## src/rtl/activation_sequencer.sv

```systemverilog
// Valid/ready stage that feeds an FP32 sigmoid, waits a settle time, and queues
// results in a small FIFO. Optional linear-activation bypass: define ACT_BYPASS_EN.
module activation_sequencer #(
  parameter int DEPTH         = 4,
  parameter int SETTLE_CYCLES = 1
) (
  input  logic                       clk,
  input  logic                       rst_n,
  input  logic                       in_valid,
  output logic                       in_ready,
  input  logic [31:0]                in_data,
  input  logic                       in_last,
`ifdef ACT_BYPASS_EN
  input  logic                       bypass,
`endif
  output logic [31:0]                sig_a,
  output logic [31:0]                sig_b,
  input  logic [31:0]                sig_out,
  output logic                       out_valid,
  input  logic                       out_ready,
  output logic [31:0]                out_data,
  output logic                       out_last,
  output logic [$clog2(DEPTH+1)-1:0] fill,
  output logic                       busy
);

  localparam int PW = $clog2(DEPTH);
  localparam int FW = $clog2(DEPTH + 1);
  localparam int CW = (SETTLE_CYCLES > 0) ? $clog2(SETTLE_CYCLES + 1) : 1;

  typedef enum logic {S_IDLE, S_WAIT} state_t;

  state_t          state_q, state_d;
  logic [31:0]     sig_a_q, sig_a_d;
  logic            last_q, last_d;
  logic [CW-1:0]   cnt_q, cnt_d;
  logic [PW-1:0]   wr_ptr_q, wr_ptr_d;
  logic [PW-1:0]   rd_ptr_q, rd_ptr_d;
  logic [FW-1:0]   fill_q, fill_d;
  logic [32:0]     mem_q [DEPTH];
  logic            push, pop;
  logic [31:0]     cap_data;

`ifdef ACT_BYPASS_EN
  logic byp_q, byp_d;
  // Linear activation stores the operand itself, with identical timing.
  assign cap_data = byp_q ? sig_a_q : sig_out;
`else
  assign cap_data = sig_out;
`endif

  always_comb begin
    state_d  = state_q;
    sig_a_d  = sig_a_q;
    last_d   = last_q;
    cnt_d    = cnt_q;
    push     = 1'b0;
    in_ready = 1'b0;
`ifdef ACT_BYPASS_EN
    byp_d    = byp_q;
`endif
    case (state_q)
      S_IDLE: begin
        // Gated by rst_n so upstream never sees ready while held in reset.
        in_ready = rst_n && (fill_q < FW'(DEPTH));
        if (in_valid && in_ready) begin
          sig_a_d = in_data;
          last_d  = in_last;
          cnt_d   = CW'(SETTLE_CYCLES);
`ifdef ACT_BYPASS_EN
          byp_d   = bypass;
`endif
          state_d = S_WAIT;
        end
      end
      S_WAIT: begin
        if (cnt_q != '0) begin
          cnt_d = cnt_q - CW'(1);
        end else begin
          push    = 1'b1;
          state_d = S_IDLE;
        end
      end
      default: state_d = S_IDLE;
    endcase
  end

  always_comb begin
    pop      = (fill_q != '0) && out_ready;
    wr_ptr_d = push ? wr_ptr_q + PW'(1) : wr_ptr_q;
    rd_ptr_d = pop  ? rd_ptr_q + PW'(1) : rd_ptr_q;
    fill_d   = fill_q;
    case ({push, pop})
      2'b10:   fill_d = fill_q + FW'(1);
      2'b01:   fill_d = fill_q - FW'(1);
      default: fill_d = fill_q;
    endcase
  end

  always_ff @(posedge clk or negedge rst_n) begin
    if (!rst_n) begin
      state_q  <= S_IDLE;
      sig_a_q  <= '0;
      last_q   <= 1'b0;
      cnt_q    <= '0;
      wr_ptr_q <= '0;
      rd_ptr_q <= '0;
      fill_q   <= '0;
`ifdef ACT_BYPASS_EN
      byp_q    <= 1'b0;
`endif
    end else begin
      state_q  <= state_d;
      sig_a_q  <= sig_a_d;
      last_q   <= last_d;
      cnt_q    <= cnt_d;
      wr_ptr_q <= wr_ptr_d;
      rd_ptr_q <= rd_ptr_d;
      fill_q   <= fill_d;
`ifdef ACT_BYPASS_EN
      byp_q    <= byp_d;
`endif
    end
  end

  // FIFO storage is data only; validity lives in the pointers and fill count.
  always_ff @(posedge clk) begin
    if (push) mem_q[wr_ptr_q] <= {last_q, cap_data};
  end

  assign sig_a     = sig_a_q;
  assign sig_b     = 32'h0;
  assign out_valid = (fill_q != '0);
  assign out_data  = mem_q[rd_ptr_q][31:0];
  assign out_last  = mem_q[rd_ptr_q][32];
  assign fill      = fill_q;
  assign busy      = (state_q != S_IDLE) || (fill_q != '0);

endmodule
```

## config.mk

```make
export PLATFORM = sky130hd
export DESIGN_NAME = activation_sequencer
export DESIGN_NICKNAME = d
export VERILOG_FILES = /design/src/rtl/activation_sequencer.sv
export SDC_FILE = /design/constraint.sdc
export NUM_CORES = 1
export LEC_CHECK = 0
export BUFFER_PORTS_ARGS = -buffer_cell sky130_fd_sc_hd__buf_4
export CAP_MARGIN = 20
export CORE_MARGIN = 2
export CORE_UTILIZATION = 31
export CTS_CLUSTER_DIAMETER = 40
export DETAILED_ROUTE_END_ITERATION = 10
export PLACE_DENSITY = 0.55
export SLEW_MARGIN = 20
export SYNTH_ARGS = -nofsm -noshare
export SYNTH_HDL_FRONTEND = slang
export SYNTH_SLANG_ARGS = --single-unit
```

## constraint.sdc

```tcl
create_clock -name clk -period 3.5 [get_ports clk]
set_clock_uncertainty 0.2 [all_clocks]
set_input_delay 0.175 -clock clk [delete_from_list [all_inputs] [get_ports clk]]
set_output_delay 0.175 -clock clk [all_outputs]
set_load 0.05 [all_outputs]
```

==> impl_metrics.env <==
export IMPL_status="finished clean"
export IMPL_critPathLaunchType="register"
export IMPL_post_cts_buffers=0
export IMPL_cts_buffers=17
export IMPL_cts_tree="done"
export IMPL_globalplace_congestion=0.742
export IMPL_nNetsFinal=613
export IMPL_multi_input_area_mm2=0.00150
export IMPL_drt_wl_total_mm=12.9
export IMPL_grt_max_degree=46
export IMPL_syn_inst=323
export IMPL_tns_ns=0
export IMPL_postSynthAreaPerCell_um2=20.9
export IMPL_vias=3534
export IMPL_clkLatencyLatePin_ns=0.42
export IMPL_grt_usage=0.116
export IMPL_rows=54
export IMPL_cts_buffer_depth=2
export IMPL_ys_ff_latch=174
export IMPL_period_share=0.748
export IMPL_cts_sinks=174
export IMPL_ir_drop_v=0.000626
export IMPL_period_minus_slack_ns=2.62
export IMPL_grt_pass1_vias=3795
export IMPL_grt_antenna_before_repair=0
export IMPL_cp_max_fo=20
export IMPL_max_freq_ghz=0.382
export IMPL_slew_headroom=0.379
export IMPL_drc=0
export IMPL_postRouteAntennaNets=0
export IMPL_synth_ff_type="edfxtp_1"
export IMPL_reg2reg_slack_ns=1.15
export IMPL_worstMarginPinSlew_ns=0.932
export IMPL_hold_viol=0
export IMPL_initial_utilization=0.312
export IMPL_dieArea_mm2=0.0230
export IMPL_root_buffer="clkbuf_16"
export IMPL_drt_iter0_drc=113
export IMPL_cts_resized=0
export IMPL_clkTransAtPathRegs_ns=0.07
export IMPL_p_leak_nw=3.50
export IMPL_globalRouteOverflowTotal=0
export IMPL_setup_worst_path_start="rd_ptr_q[0]"
export IMPL_power_density_mw_per_mm2=902
export IMPL_ios=172
export IMPL_die_width_um=152
export IMPL_worstHoldPathType="in2async"
export IMPL_n_fill_cell=1944
export IMPL_cp_end_kind="primary output"
export IMPL_dr_pass1_iters=4
export IMPL_area_delta_synth_final_pct=36.2
export IMPL_h_tree_depth=4
export IMPL_rsz0062_at_grt="no"
export IMPL_netlist_area_mm2=0.00676
export IMPL_antennaDiodeCount=0
export IMPL_stdcell_area_mm2=0.00920
export IMPL_vias_per_cell=4.25
export IMPL_ys_warn_count=0
export IMPL_dieHeight_um=152
export IMPL_r2r_start="state_q"
export IMPL_hold_ws_ns=0.118
export IMPL_seq_area_mm2=0.00502
export IMPL_dp_hpwl_mm=8.04
export IMPL_cp_required_ns=3.12
export IMPL_ys_seq_area_frac=0.742
export IMPL_path_class="reg2out"
export IMPL_max_cap_violations=0
export IMPL_async_reset_ff_frac=0.241
export IMPL_grt_first_pass_wirelength_mm=19.9
export IMPL_drt_wirelength_per_cell_um=15.5
export IMPL_crit_arrival_ns=2.24
export IMPL_setup_viol=0
export IMPL_drive_above_1_share=0.439
export IMPL_placedInstanceArea_mm2=0.00796
export IMPL_synth_edf_count=132
export IMPL_core_mm2=0.0216
export IMPL_synth_cell_type_count=28
export IMPL_io_buffer_count=139
export IMPL_drv_slew=0
layout by cell type, fill, tap and decap left out, types with 3 or more instances in the layout:
cell type and instances:
clkinvlp_4 4, dlygate4sd3_1 68, and2_2 4, edfxtp_1 132
conb_1 32, ha_1 5, inv_1 7, xnor2_1 4
buf_4 140, mux2_2 31, mux4_2 33, nand2_1 3
inv_8 6, clkbuf_16 17, dfrtp_1 40
power breakdown:
part	total [mW]	internal, mW	switching [mW]
logic	3.57	1.29	2.28
registers	2.96	2.63	0.338
clock network	1.77	0.942	0.831
total	8.30	4.85	3.45
routing by layer:
layer / track usage / part of all wire / vias up
li1: - / - / 1617
met1: 0.136 / 0.43 / 1791
met2: 0.199 / 0.50 / 119
met3: 0.0413 / 0.062 / 7
met4: 0.0375 / 0.0070 / 0
met5: 0 / 0 / -
metrics by stage:
stage | utilization | std cells | setup WS (ns) | total power [mW]
floorplan | - | 354 | 1.27 | 5.57
global placement | 0.368 | 731 | 1.20 | 6.51
detailed placement | 0.368 | 731 | 1.13 | 6.56
CTS | 0.426 | 831 | 0.797 | 8.41
global route | 0.426 | 831 | 0.703 | 8.68
finish | 0.426 | 831 | 0.881 | 8.30
critical path: stages (launching register included):
cell and delay (ns):
dfrtp_2 0.81, buf_12 0.26, mux4_2 0.53, buf_4 0.21
layout make-up:
type	count	area share
Timing Repair Buffer	209	0.190
Clock buffer	19	0.0470
Sequential cell	174	0.545
Multi-Input combinational cell	129	0.163
Clock inverter	13	0.0135
Tap cell	280	0.0381
Inverter	7	0.00286
timing repair:
| item | 4_1_cts | 5_1_grt |
|---|---|---|
| endpoints found under the hold margin | 205 | 0 |
| setup endpoints to repair | 0 | 0 |
| hold buffers | 68 | 0 |
worst paths after layout:
path / end / cells past startpoint
min in group clk: sig_a[28] / 1
min reg2reg: sig_a[28] / 1
max in group asynchronous: rd_ptr_q[1] / 2
max reg2reg: mem_q[3][2] / 2
min: sig_a[0] / 2
max: out_data[11] / 3
cells by family (layout without fill, tap and decap cells):
group / count (synthesis) / after routing / synth area share
other: 1 / 32 / 0.000555
AND/OR/NAND/NOR: 14 / 14 / 0.0128
multiplexers: 67 / 67 / 0.166
AO/OA/AOI/OAI: 4 / 4 / 0.00407
flip-flops: 174 / 174 / 0.742
adder cells (fa/ha/maj): 6 / 6 / 0.0122
buffers and inverters: 51 / 248 / 0.0539
XOR/XNOR: 6 / 6 / 0.00778
cell usage after synthesis (3+ instances only):
library cell | count | share of area
edfxtp_1 | 132 | 0.59
and2_1 | 4 | 0.0037
ha_1 | 5 | 0.0093
buf_6 | 6 | 0.010
dfrtp_1 | 42 | 0.16
inv_1 | 7 | 0.0039
mux4_2 | 33 | 0.11
buf_4 | 33 | 0.037
buf_2 | 3 | 0.0022
mux2_2 | 31 | 0.052
nand2_1 | 3 | 0.0017
xnor2_1 | 4 | 0.0052
state kept, by name, indices dropped and copies added, names as in the netlist:
register,flops
mem_q,132
state_q,1
sig_a,32
cnt_q,1
wr_ptr_q,2
rd_ptr_q,2
last_q,1
fill,3
(Power assumes the default switching activity.)
